==> config.mk <==
export PLATFORM = sky130hd
export DESIGN_NAME = uart_tx_fifo
export DESIGN_NICKNAME = d
export VERILOG_FILES = /design/src/rtl/uart_tx_fifo.sv
export SDC_FILE = /design/constraint.sdc
export NUM_CORES = 1
export LEC_CHECK = 0
export ABC_AREA = 1
export CORE_MARGIN = 2
export CORE_UTILIZATION = 53
export DETAILED_ROUTE_END_ITERATION = 12
export PLACE_DENSITY = 0.76
export SETUP_SLACK_MARGIN = 0.02
export SYNTH_ARGS = -nofsm -noshare
export SYNTH_HDL_FRONTEND = slang
export SYNTH_SLANG_ARGS = --single-unit
==> constraint.sdc <==
create_clock -name clk -period 2.25 [get_ports clk]
set_input_delay 0.45 -clock clk [delete_from_list [all_inputs] [get_ports clk]]
set_output_delay 0.45 -clock clk [all_outputs]
set_load 0.01 [all_outputs]
==> src/rtl/uart_tx_fifo.sv <==
// UART transmitter: FIFO-buffered ready/valid byte input, baud clock-enable counter, 5..9 data bits, optional parity, 1-2 stop bits.
// Push into an empty idle FIFO shows tx low 2 clocks later; tx_ready drops while the FIFO is full.
module uart_tx_fifo #(
  parameter int CLK_FREQ   = 1000000,
  parameter int BAUD_RATE  = 9600,
  parameter int DATA_BITS  = 8,
  parameter int PARITY_EN  = 0,
  parameter int PARITY_ODD = 0,
  parameter int STOP_BITS  = 1,
  parameter int FIFO_DEPTH = 4
) (
  input  logic                          clk,
  input  logic                          rst,
  input  logic                          tx_valid,
  input  logic [DATA_BITS-1:0]          tx_data,
  output logic                          tx_ready,
  output logic                          tx,
  output logic                          tx_busy,
  output logic                          tx_done,
  output logic [$clog2(FIFO_DEPTH):0]   fifo_count
);

  localparam int DIV = CLK_FREQ / BAUD_RATE;
  localparam int CW  = (DIV > 1) ? $clog2(DIV) : 1;
  localparam int AW  = $clog2(FIFO_DEPTH);
  localparam int IW  = $clog2(DATA_BITS);

  localparam logic [CW-1:0] BAUD_LAST = CW'(DIV - 1);
  localparam logic [IW-1:0] DATA_LAST = IW'(DATA_BITS - 1);
  localparam logic [IW-1:0] STOP_LAST = IW'(STOP_BITS - 1);
  localparam logic [AW:0]   FULL      = (AW+1)'(FIFO_DEPTH);

  typedef enum logic [2:0] {IDLE, START, DATA, PARITY, STOP} state_t;

  state_t                state_q, state_d;
  logic [CW-1:0]         baud_q, baud_d;
  logic [IW-1:0]         idx_q, idx_d;
  logic [DATA_BITS-1:0]  shift_q, shift_d;
  logic                  par_q, par_d;
  logic [AW-1:0]         wr_ptr_q, wr_ptr_d;
  logic [AW-1:0]         rd_ptr_q, rd_ptr_d;
  logic [AW:0]           count_q, count_d;
  logic                  tx_q, tx_d;
  logic                  busy_q, busy_d;
  logic                  done_q, done_d;
  logic [DATA_BITS-1:0]  mem_q [FIFO_DEPTH];

  logic                  bit_end;
  logic                  stop_end;
  logic                  push;
  logic                  pop;
  logic [DATA_BITS-1:0]  head;

  assign tx_ready   = (count_q != FULL);
  assign fifo_count = count_q;
  assign tx         = tx_q;
  assign tx_busy    = busy_q;
  assign tx_done    = done_q;

  assign head     = mem_q[rd_ptr_q];
  assign bit_end  = (baud_q == BAUD_LAST);
  assign stop_end = (state_q == STOP) && bit_end && (idx_q == STOP_LAST);
  assign push     = tx_valid && tx_ready;
  assign pop      = (count_q != '0) && ((state_q == IDLE) || stop_end);

  // FIFO bookkeeping; a simultaneous push and pop leaves the count unchanged
  always_comb begin
    wr_ptr_d = wr_ptr_q;
    rd_ptr_d = rd_ptr_q;
    count_d  = count_q;
    if (push) wr_ptr_d = wr_ptr_q + 1'b1;
    if (pop)  rd_ptr_d = rd_ptr_q + 1'b1;
    case ({push, pop})
      2'b10:   count_d = count_q + 1'b1;
      2'b01:   count_d = count_q - 1'b1;
      default: count_d = count_q;
    endcase
  end

  always_comb begin
    state_d = state_q;
    idx_d   = idx_q;
    shift_d = shift_q;
    par_d   = par_q;
    baud_d  = '0;
    if (state_q != IDLE && !bit_end) baud_d = baud_q + 1'b1;

    case (state_q)
      IDLE: begin
        if (pop) state_d = START;
      end
      START: begin
        if (bit_end) begin
          state_d = DATA;
          idx_d   = '0;
        end
      end
      DATA: begin
        if (bit_end) begin
          if (idx_q == DATA_LAST) begin
            state_d = (PARITY_EN != 0) ? PARITY : STOP;
            idx_d   = '0;
          end else begin
            idx_d = idx_q + 1'b1;
          end
        end
      end
      PARITY: begin
        if (bit_end) begin
          state_d = STOP;
          idx_d   = '0;
        end
      end
      STOP: begin
        if (bit_end) begin
          if (idx_q == STOP_LAST) begin
            state_d = pop ? START : IDLE;
            idx_d   = '0;
          end else begin
            idx_d = idx_q + 1'b1;
          end
        end
      end
      default: state_d = IDLE;
    endcase

    // The word is captured here, so later tx_data changes cannot touch this frame
    if (pop) begin
      shift_d = head;
      par_d   = (^head) ^ (PARITY_ODD != 0);
      baud_d  = '0;
    end
  end

  // Outputs are registered from the current state, so the line trails the FSM by one clock
  always_comb begin
    tx_d   = 1'b1;
    busy_d = (state_q != IDLE);
    done_d = stop_end;
    case (state_q)
      START:   tx_d = 1'b0;
      DATA:    tx_d = shift_q[idx_q];
      PARITY:  tx_d = par_q;
      default: tx_d = 1'b1;
    endcase
  end

  always_ff @(posedge clk or posedge rst) begin
    if (rst) begin
      state_q  <= IDLE;
      baud_q   <= '0;
      idx_q    <= '0;
      shift_q  <= '0;
      par_q    <= 1'b0;
      wr_ptr_q <= '0;
      rd_ptr_q <= '0;
      count_q  <= '0;
      tx_q     <= 1'b1;
      busy_q   <= 1'b0;
      done_q   <= 1'b0;
    end else begin
      state_q  <= state_d;
      baud_q   <= baud_d;
      idx_q    <= idx_d;
      shift_q  <= shift_d;
      par_q    <= par_d;
      wr_ptr_q <= wr_ptr_d;
      rd_ptr_q <= rd_ptr_d;
      count_q  <= count_d;
      tx_q     <= tx_d;
      busy_q   <= busy_d;
      done_q   <= done_d;
    end
  end

  always_ff @(posedge clk) begin
    if (push) mem_q[wr_ptr_q] <= tx_data;
  end

endmodule

==> flow_summary.html, run 1 <==
<table>
<tr><th>Metric</th><th>Value</th></tr>
<tr><th colspan="2">Finish</th></tr>
<tr><td>Net count reported at finish</td><td>389</td></tr>
<tr><td>Area of the multi-input gates</td><td>0.00117 mm2</td></tr>
<tr><td>Fillcell total</td><td>452</td></tr>
<tr><td>Area Growth Syn to Fin</td><td>17.2%</td></tr>
<tr><td>Count of inserted antenna diode cells</td><td>0</td></tr>
<tr><td>Share of post-route cells with drive strength above 1</td><td>0.142</td></tr>
<tr><td>Area used by sequential logic in the layout</td><td>0.00176 mm2</td></tr>
<tr><td>Fin util</td><td>0.651</td></tr>
<tr><td>Post-route design area</td><td>0.00363 mm2</td></tr>
<tr><th colspan="2">STA</th></tr>
<tr><td>Post-layout minimum cycle time</td><td>2.26 ns</td></tr>
<tr><td>Transition time at the pin with the least slew margin</td><td>0.525 ns</td></tr>
<tr><td>Setup repair after global routing missed its margin</td><td>true</td></tr>
<tr><td>Count of final hold-check violations</td><td>0</td></tr>
<tr><td>Max-slew violation count</td><td>0</td></tr>
<tr><td>Fmax achieved</td><td>between 400 and 500 MHz</td></tr>
<tr><td>Max-Slew Margin vs Limit</td><td>0.649</td></tr>
<tr><td>Max Clock Skew</td><td>0.0104 ns</td></tr>
<tr><td>Final worst-path setup slack</td><td>-0.0123 ns</td></tr>
<tr><td>Final period utilization</td><td>1.01</td></tr>
<tr><td>Number of failing setup endpoints in the final timing report</td><td>1</td></tr>
<tr><th colspan="2">Power</th></tr>
<tr><td>Standby leakage power</td><td>1.68 nW</td></tr>
<tr><td>Ratio of total power to cell area</td><td>782 mW/mm2</td></tr>
<tr><td>Peak supply drop</td><td>just under 0.7 mV</td></tr>
<tr><td>Sum of internal, switching and leakage power</td><td>2.84 mW</td></tr>
<tr><th colspan="2">Global routing</th></tr>
<tr><td>Grt total ovfl</td><td>0</td></tr>
<tr><td>Overall global routing resource usage</td><td>0.191</td></tr>
<tr><td>Wire length of the first global-routing pass</td><td>slightly above 9 mm</td></tr>
<tr><td>Initial antenna violation count</td><td>0</td></tr>
<tr><td>Via count of the first global-routing pass</td><td>2188</td></tr>
<tr><td>Pin count of the biggest net entering global routing</td><td>21</td></tr>
<tr><th colspan="2">CTS</th></tr>
<tr><td>Num Clock Sinks</td><td>64</td></tr>
<tr><td>Clock Path Buffers</td><td>2</td></tr>
<tr><td>Number of CTS-inserted buffers</td><td>9</td></tr>
<tr><td>Number of buffers inserted by hold repair at cts</td><td>0</td></tr>
<tr><td>TritonCTS clock tree</td><td>yes</td></tr>
<tr><td>Insertion delay of the later-clocked pin in the worst-skew pair</td><td>0.34 ns</td></tr>
<tr><td>CTS HTree Levels</td><td>3</td></tr>
<tr><td>CTS clk-pin slew, worst paths</td><td>0.07 ns</td></tr>
<tr><td>Root buffer cell</td><td>clkbuf_8</td></tr>
<tr><th colspan="2">Synthesis</th></tr>
<tr><td>Post-Syn Nets</td><td>351</td></tr>
<tr><td>Synthesis warning total</td><td>0</td></tr>
<tr><td>Portion of synthesized cell area occupied by the leading cell type</td><td>0.310</td></tr>
<tr><td>#FFs+latches synth</td><td>64</td></tr>
<tr><td>Unique cell type count in the Yosys netlist</td><td>31</td></tr>
<tr><td>Post-synthesis cell area</td><td>0.00310 mm2</td></tr>
<tr><td>Portion of the post-synthesis area used by sequential elements</td><td>0.570</td></tr>
<tr><td>Syn_area_per_cell</td><td>9.38 um2</td></tr>
<tr><td>Biggest area consumer among synthesized cells</td><td>edfxtp_1</td></tr>
<tr><td>Synth area leaders</td><td>edfxtp_1 (31%), dfrtp_1 (25%), nand2_1 (14%), nand3_1 (4.2%), inv_1 (3.8%)</td></tr>
<tr><td>Count of mapped cells out of synthesis</td><td>330</td></tr>
<tr><th colspan="2">Worst setup path</th></tr>
<tr><td>Number of cell instances on the worst register-to-register path</td><td>13</td></tr>
<tr><td>Worst reg2reg setup slack</td><td>-0.01 ns</td></tr>
<tr><td>Nature of the critical path startpoint</td><td>flip-flop</td></tr>
<tr><td>Critical Path Sink</td><td>fifo_count[2]$_DFFE_PP0P_</td></tr>
<tr><td>Origin of the critical flop-to-flop path</td><td>baud_q[1]$_DFF_PP0_</td></tr>
<tr><td>Worst setup path category</td><td>flip-flop to flip-flop</td></tr>
<tr><td>CP Max Fanout</td><td>4</td></tr>
<tr><td>Critical path startpoint</td><td>baud_q[1]$_DFF_PP0_</td></tr>
<tr><td>Arr. time, crit path</td><td>2.48 ns</td></tr>
<tr><td>End of the worst register-to-register path</td><td>fifo_count[2]$_DFFE_PP0P_</td></tr>
<tr><td>Req. time, crit path</td><td>2.47 ns</td></tr>
<tr><td>Endpoint type of the worst setup path</td><td>flip-flop</td></tr>
<tr><th colspan="2">Status</th></tr>
<tr><td>Violated checks</td><td>setup timing</td></tr>
<tr><td>Result of the run</td><td>finished, violations left</td></tr>
<tr><th colspan="2">Routing</th></tr>
<tr><td>Iteration count of the initial detailed-routing pass</td><td>4</td></tr>
<tr><td>Final routed wirelength across all metal layers</td><td>5.41 mm</td></tr>
<tr><td>ANT nets after route</td><td>0</td></tr>
<tr><td>DRC violation count after routing</td><td>0</td></tr>
<tr><td>Iteration-0 DRC count of the detailed router</td><td>83</td></tr>
<tr><td>Detailed-route via count</td><td>2252</td></tr>
<tr><td>Routed via count divided by cell count</td><td>5.06</td></tr>
<tr><td>Wire length per cell after detailed routing</td><td>about 12 um</td></tr>
<tr><th colspan="2">Floorplan</th></tr>
<tr><td>Floorplan die width</td><td>80.4 um</td></tr>
<tr><td>Initial standard-cell utilization of the core</td><td>0.555</td></tr>
<tr><td>Die Footprint</td><td>0.00647 mm2</td></tr>
<tr><td>Top Ports</td><td>18</td></tr>
<tr><td>Area of the core region</td><td>0.00557 mm2</td></tr>
<tr><td>Chip height</td><td>80.4 um</td></tr>
<tr><td>FP Rows</td><td>27</td></tr>
<tr><th colspan="2">Placement</th></tr>
<tr><td>DPL Wire Length</td><td>approximately 3.8 mm</td></tr>
<tr><td>Post-detailed-placement cell area</td><td>0.00339 mm2</td></tr>
<tr><td>Gpl congestion</td><td>approximately 0.86</td></tr>
<tr><td>I/O Buffers</td><td>17</td></tr>
<tr><th colspan="2">Worst hold path</th></tr>
<tr><td>Type of the worst min-delay path</td><td>primary input to async pin</td></tr>
<tr><th colspan="2">Job</th></tr>
<tr><td>Max-capacitance violation count</td><td>0</td></tr>
</table>
-- worst min path at each step --
stage | startpoint | end | slack [ns] | cells past startpoint
finish | rst | baud_q[3]$_DFF_PP0_ | 0.45 | 2
global route | rst | idx_q[2]$_DFFE_PP0P_ | 0.50 | 2
CTS | rst | baud_q[0]$_DFF_PP0_ | 0.45 | 2
detailed placement | baud_q[0]$_DFF_PP0_ | baud_q[0]$_DFF_PP0_ | 0.46 | 1
global placement | baud_q[0]$_DFF_PP0_ | baud_q[0]$_DFF_PP0_ | 0.44 | 1
floorplan | baud_q[0]$_DFF_PP0_ | baud_q[0]$_DFF_PP0_ | 0.43 | 1
-- layer usage --
| layer | GRT usage | share of wire | vias to the layer above |
|---|---|---|---|
| met4 | 0.103 | 0.018 | 0 |
| li1 | - | - | 1151 |
| met1 | 0.218 | 0.44 | 1057 |
| met5 | 0 | 0 | - |
| met3 | 0.0506 | 0.035 | 10 |
| met2 | 0.325 | 0.51 | 34 |
-- final cells by class --
type                            instances  share of cell area
Clock inverter                          7             0.00793
Sequential cell                        64               0.486
Timing Repair Buffer                   34              0.0855
Tap cell                               72              0.0248
Inverter                               35              0.0383
Clock buffer                            9              0.0341
Multi-Input combinational cell        224               0.323
-- worst max-delay path, cell delays in order, from the launching register on --
cell	delay (ns)
dfrtp_1	0.41
ha_4	0.17
nand2_4	0.06
nor4_4	0.28
nand2_2	0.11
nand2_2	0.08
nand2_2	0.06
inv_2	0.08
ha_4	0.13
inv_4	0.04
fa_2	0.36
a21oi_2	0.13
o21ai_1	0.09
xor2_1	0.14
-- where the power goes --
group          switching, mW  internal (mW)  leakage, nW  total (mW)
logic                  0.345          0.246        0.926       0.591
clock network          0.407          0.376       0.0804       0.783
registers             0.0598           1.40        0.677        1.46
-- cells in the final DEF, fill, tap and decap left out, types with 8 or more instances in the layout --
master,instances
nand3_1,26
clkbuf_8,9
buf_4,16
nor2_1,21
o21ai_0,21
edfxtp_1,32
nand2_1,114
nand2_2,8
dfrtp_1,31
clkdlybuf4s50_1,17
inv_1,29
-- synth_stat cells, drive strengths merged --
cell / count
o2111ai: 1
nor3b: 2
nor4: 1
xor2: 5
nand3: 27
a21oi: 2
edfxtp: 32
buf: 7
nand2: 123
fa: 1
dfrtp: 31
ha: 9
o22ai: 1
a32oi: 1
inv: 35
o31ai: 1
dfstp: 1
o21ai: 22
xnor2: 2
nor2: 23
o221ai: 1
nor3: 2
-- flip-flops by register name, summed over array words and instances (netlist names) --
signal	count
state_q	3
wr_ptr_q	2
mem_q	32
tx	1
par_q	1
fifo_count	3
baud_q	7
tx_busy	1
shift_q	8
rd_ptr_q	2
idx_q	3
tx_done	1
-- repair_timing --
| item | CTS | global route |
|---|---|---|
| resized for setup | 0 | 11 |
| endpoints found under the setup margin | 0 | 1 |
| setup buffers | 0 | 5 |
| endpoints found under the hold margin | 0 | 0 |
-- per-stage QoR --
stage,hold slack (ns),std cells,setup slack [ns],setup TNS [ns]
2_1_floorplan,0.433,330,0.0323,0
3_3_place_gp,0.443,424,0.0960,0
5_1_grt,0.501,445,-0.129,-0.129
6_report,0.446,445,-0.0123,-0.0123
3_5_place_dp,0.458,424,0.0396,0
4_1_cts,0.450,440,0.0317,0
-- cells by family (layout without fill, tap and decap cells) --
kind of cell / Yosys count / after routing / share of synthesized area
AO/OA/AOI/OAI: 29 / 29 / 0.0517
buffers and inverters: 42 / 85 / 0.0647
XOR/XNOR: 7 / 7 / 0.0222
flip-flops: 64 / 64 / 0.570
AND/OR/NAND/NOR: 178 / 178 / 0.249
adder cells (fa/ha/maj): 10 / 10 / 0.0428
(Power assumes the default switching activity.)
==> run 2, diff against run 1 <==
ABC_AREA = not set   (was 1)
CELL_PAD_IN_SITES_DETAIL_PLACEMENT = 0   (was not set)
CELL_PAD_IN_SITES_GLOBAL_PLACEMENT = 1   (was not set)
CORE_UTILIZATION = 44   (was 53)
==> run 2 against run 1 <==
  * The run still ends with setup timing left
  * Non-clock buffer count grew 12
  * Via count shrank 28%
  * Register-to-register slack lost 0.11 ns
  * Utilization shrank 8.1 points
  * Sequential cell count is the same
  * Final cell count shrank 26%
  * Area after synthesis shrank 8.4%
  * Global-route usage shrank 4.0 points
  * Fmax shrank 4.7%
  * Synthesized cell count shrank 40%
  * First-iteration DRC count shrank 46%
  * Critical path type unchanged
  * Critical endpoint unchanged
==> flow_summary.html, run 2 <==
<table>
<tr><th>Metric</th><th>Value</th></tr>
<tr><th colspan="2">Status</th></tr>
<tr><td>Result of the run</td><td>finished, violations left</td></tr>
<tr><td>Violated checks</td><td>setup timing</td></tr>
<tr><th colspan="2">Power</th></tr>
<tr><td>Seq pwr share</td><td>0.399</td></tr>
<tr><td>Peak supply drop</td><td>0.688 mV</td></tr>
<tr><td>Switching part of the total</td><td>0.311</td></tr>
<tr><td>Ratio of total power to cell area</td><td>approximately 1200 mW/mm2</td></tr>
<tr><td>Internal Pwr Total</td><td>3.03 mW</td></tr>
<tr><td>Standby leakage power</td><td>1.46 nW</td></tr>
<tr><td>Combinational fraction of design power</td><td>0.345</td></tr>
<tr><td>Net switching power figure</td><td>1.37 mW</td></tr>
<tr><td>Share of total power in the clock network</td><td>0.256</td></tr>
<tr><th colspan="2">CTS</th></tr>
<tr><td>Number of buffers inserted by hold repair at cts</td><td>0</td></tr>
<tr><td>Number of CTS-inserted buffers</td><td>9</td></tr>
<tr><td>Root buffer cell</td><td>clkbuf_8</td></tr>
<tr><td>CTS HTree Levels</td><td>3</td></tr>
<tr><td>Clock Path Buffers</td><td>2</td></tr>
<tr><td>Insertion delay of the later-clocked pin in the worst-skew pair</td><td>0.35 ns</td></tr>
<tr><td>CTS clk-pin slew, worst paths</td><td>0.08 ns</td></tr>
<tr><td>Num Clock Sinks</td><td>64</td></tr>
<tr><td>TritonCTS clock tree</td><td>yes</td></tr>
<tr><th colspan="2">STA</th></tr>
<tr><td>Max-Slew Margin vs Limit</td><td>0.646</td></tr>
<tr><td>Count of final hold-check violations</td><td>0</td></tr>
<tr><td>Max-slew violation count</td><td>0</td></tr>
<tr><td>Fmax achieved</td><td>421 MHz</td></tr>
<tr><td>Number of failing setup endpoints in the final timing report</td><td>1</td></tr>
<tr><td>Max Clock Skew</td><td>0.00920 ns</td></tr>
<tr><td>Final worst-path setup slack</td><td>-0.123 ns</td></tr>
<tr><td>Post-layout minimum cycle time</td><td>2.37 ns</td></tr>
<tr><td>Setup repair after global routing missed its margin</td><td>true</td></tr>
<tr><td>Setup_tns</td><td>-0.123 ns</td></tr>
<tr><td>Transition time at the pin with the least slew margin</td><td>0.530 ns</td></tr>
<tr><td>Final period utilization</td><td>1.05</td></tr>
<tr><th colspan="2">Worst setup path</th></tr>
<tr><td>Worst setup path category</td><td>flip-flop to flip-flop</td></tr>
<tr><td>Req. time, crit path</td><td>between 2 and 3 ns</td></tr>
<tr><td>Endpoint type of the worst setup path</td><td>flip-flop</td></tr>
<tr><td>Arr. time, crit path</td><td>2.64 ns</td></tr>
<tr><td>CP Max Fanout</td><td>2</td></tr>
<tr><td>Nature of the critical path startpoint</td><td>flip-flop</td></tr>
<tr><th colspan="2">Floorplan</th></tr>
<tr><td>Floorplan die width</td><td>84.3 um</td></tr>
<tr><td>Die Footprint</td><td>about 0.0071 mm2</td></tr>
<tr><td>Area of the core region</td><td>0.00628 mm2</td></tr>
<tr><td>Top Ports</td><td>18</td></tr>
<tr><td>FP Rows</td><td>29</td></tr>
<tr><td>Initial standard-cell utilization of the core</td><td>0.451</td></tr>
<tr><td>Chip height</td><td>84.3 um</td></tr>
<tr><th colspan="2">Finish</th></tr>
<tr><td>Count of inserted antenna diode cells</td><td>0</td></tr>
<tr><td>Leading cell type in the layout, fill and taps excluded</td><td>edfxtp_1</td></tr>
<tr><td>Share of post-route cells with drive strength above 1</td><td>0.273</td></tr>
<tr><td>Fillcell total</td><td>508</td></tr>
<tr><td>Net count reported at finish</td><td>269</td></tr>
<tr><td>Fin util</td><td>0.570</td></tr>
<tr><td>Reg with most FFs</td><td>mem_q</td></tr>
<tr><td>Most used cells in the layout excluding fill and tap cells</td><td>edfxtp_1 (32), dfrtp_1 (31), buf_4 (27), clkdlybuf4s50_1 (17), nor2_1 (14)</td></tr>
<tr><td>Area Growth Syn to Fin</td><td>26.2%</td></tr>
<tr><td>Post-route design area</td><td>0.00358 mm2</td></tr>
<tr><td>Final standard cell count with taps included and fillers excluded</td><td>330</td></tr>
<tr><td>Largest regs</td><td>mem_q (32), shift_q (8), baud_q (7)</td></tr>
<tr><td>Max FFs per register</td><td>32</td></tr>
<tr><th colspan="2">Placement</th></tr>
<tr><td>Post-detailed-placement cell area</td><td>0.00327 mm2</td></tr>
<tr><td>DPL Wire Length</td><td>3.32 mm</td></tr>
<tr><td>I/O Buffers</td><td>17</td></tr>
<tr><td>Number of cells after detailed placement</td><td>304</td></tr>
<tr><td>Gpl congestion</td><td>0.768</td></tr>
<tr><th colspan="2">Synthesis</th></tr>
<tr><td>Cell with the most instances after synthesis</td><td>edfxtp_1</td></tr>
<tr><td>Async set-reset flop share out of synthesis</td><td>0.500</td></tr>
<tr><td>Synthesis warning total</td><td>0</td></tr>
<tr><td>Unique cell type count in the Yosys netlist</td><td>38</td></tr>
<tr><td>Biggest area consumer among synthesized cells</td><td>edfxtp_1</td></tr>
<tr><td>Count of mapped cells out of synthesis</td><td>roughly 200</td></tr>
<tr><td>#FFs+latches synth</td><td>64</td></tr>
<tr><td>Post-Syn Nets</td><td>219</td></tr>
<tr><td>Portion of the post-synthesis area used by sequential elements</td><td>0.622</td></tr>
<tr><td>Top post-synthesis cells by count</td><td>edfxtp_1 (32), dfrtp_1 (31), nor2_1 (14), inv_1 (13), xnor2_1 (13)</td></tr>
<tr><td>Dominant register cell in the synthesized netlist</td><td>edfxtp_1</td></tr>
<tr><td>Syn_area_per_cell</td><td>14.3 um2</td></tr>
<tr><td>Synth area leaders</td><td>edfxtp_1 (34%), dfrtp_1 (27%), mux4_2 (7.9%), xnor2_1 (4.0%), ha_1 (4.0%)</td></tr>
<tr><td>Post-synthesis cell area</td><td>0.00283 mm2</td></tr>
<tr><td>Count of flip-flops with a built-in enable after synthesis</td><td>32</td></tr>
<tr><td>Portion of synthesized cell area occupied by the leading cell type</td><td>0.339</td></tr>
<tr><th colspan="2">Global routing</th></tr>
<tr><td>Overall global routing resource usage</td><td>0.151</td></tr>
<tr><td>Wire length of the first global-routing pass</td><td>~8.1 mm</td></tr>
<tr><td>Initial antenna violation count</td><td>0</td></tr>
<tr><td>Via count of the first global-routing pass</td><td>1691</td></tr>
<tr><td>Grt total ovfl</td><td>0</td></tr>
<tr><td>Pin count of the biggest net entering global routing</td><td>21</td></tr>
<tr><th colspan="2">Routing</th></tr>
<tr><td>Iteration count of the initial detailed-routing pass</td><td>4</td></tr>
<tr><td>Detailed-route via count</td><td>around 1600</td></tr>
<tr><td>Wire length per cell after detailed routing</td><td>roughly 14 um</td></tr>
<tr><td>DRC violation count after routing</td><td>0</td></tr>
<tr><td>Iteration-0 DRC count of the detailed router</td><td>between 40 and 50</td></tr>
<tr><td>Routed via count divided by cell count</td><td>4.93</td></tr>
<tr><td>Max layer used</td><td>met4</td></tr>
<tr><td>ANT nets after route</td><td>0</td></tr>
<tr><td>Routed wire length on met2</td><td>2.26 mm</td></tr>
<tr><td>Final routed wirelength across all metal layers</td><td>4.76 mm</td></tr>
<tr><td>DR WL met3</td><td>207 um</td></tr>
<tr><td>Routed metal-1 wire length</td><td>2.15 mm</td></tr>
<tr><th colspan="2">Job</th></tr>
<tr><td>Max-capacitance violation count</td><td>0</td></tr>
<tr><th colspan="2">Worst hold path</th></tr>
<tr><td>Type of the worst min-delay path</td><td>primary input to async pin</td></tr>
</table>
run 2: changes by cell type after synthesis, sizes merged, moves of 8 or more:
cell	change
mux2	+9
and3	+8
o21ai	-15
mux4	+10
inv	-21
nand2	-115
xnor2	+11
nor2	-9
nand3	-22
run 2: per-stage QoR:
stage | setup WS, ns | power [mW] | hold WS [ns]
after global placement | -0.0436 | 3.25 | 0.465
after floorplan | -0.103 | 2.84 | 0.424
after detailed placement | -0.109 | 3.30 | 0.475
after global routing | -0.250 | 4.70 | 0.496
after CTS | -0.141 | 4.44 | 0.456
final | -0.123 | 4.39 | 0.432
run 2: layout make-up:
| type | count | area [um2] | area share |
|---|---|---|---|
| inverters | 14 | 60.1 | 0.0168 |
| clock inverters | 7 | 104 | 0.0290 |
| multi-input cells | 113 | 1030 | 0.287 |
| well taps | 77 | 96.3 | 0.0269 |
| repair buffers | 46 | 404 | 0.113 |
| flip-flops and latches | 64 | 1760 | 0.493 |
| clock buffers | 9 | 124 | 0.0346 |
run 2: worst paths after layout:
| check | start | depth (start not counted) | to | slack, ns |
|---|---|---|---|---|
| max | idx_q[0]$_DFFE_PP0P_ | 12 | fifo_count[2]$_DFFE_PP0P_ | -0.12 |
| min | rst | 2 | baud_q[3]$_DFF_PP0_ | 0.43 |
| max reg2reg | idx_q[0]$_DFFE_PP0P_ | 12 | fifo_count[2]$_DFFE_PP0P_ | -0.12 |
| min reg2reg | shift_q[7]$_DFFE_PP0N_ | 1 | shift_q[7]$_DFFE_PP0N_ | 0.49 |
| max in group asynchronous | rst | 3 | fifo_count[2]$_DFFE_PP0P_ | 1.33 |
| min in group clk | shift_q[7]$_DFFE_PP0N_ | 1 | shift_q[7]$_DFFE_PP0N_ | 0.49 |
run 2: timing repair:
action                                  in CTS  in global routing
endpoints found under the setup margin       2                  2
setup buffers                                2                  8
endpoints found under the hold margin        0                  0
resized for setup                            0                  2
pin swaps                                    0                  1
run 2: kinds of logic (layout without fill, tap and decap cells):
family / Yosys count / count (layout) / synth area share
DFF: 64 / 64 / 0.622
and+or+nand+nor: 45 / 45 / 0.0795
xor gates and xnor gates: 17 / 17 / 0.0525
adders and majority gates: 10 / 10 / 0.0468
buffers and inverters: 21 / 76 / 0.0336
muxes: 21 / 21 / 0.122
AOI/OAI and AO/OA: 20 / 20 / 0.0433
run 2: power groups by stage:
stage / Clock (mW) / Sequential [mW] / Combinational [mW]
2_1_floorplan: 0 / 1.74 / 1.10
3_3_place_gp: 0 / 1.76 / 1.49
3_5_place_dp: 0 / 1.77 / 1.53
4_1_cts: 1.15 / 1.75 / 1.54
5_1_grt: 1.19 / 1.79 / 1.71
6_report: 1.12 / 1.75 / 1.52
run 2: critical path: stages, from the launching register on:
cell	delay [ns]
dfrtp_1	0.41
inv_2	0.08
ha_4	0.12
nor2b_4	0.14
a41oi_2	0.12
or3_4	0.43
inv_8	0.07
ha_4	0.13
inv_2	0.04
fa_2	0.33
xor2_1	0.15
nor2_1	0.12
xor2_1	0.16
run 2: routing by layer:
| layer | vias to the layer above | GRT usage |
|---|---|---|
| met4 | 0 | 0.0836 |
| met2 | 36 | 0.235 |
| met1 | 767 | 0.189 |
| met5 | - | 0 |
| li1 | 810 | - |
| met3 | 13 | 0.0452 |
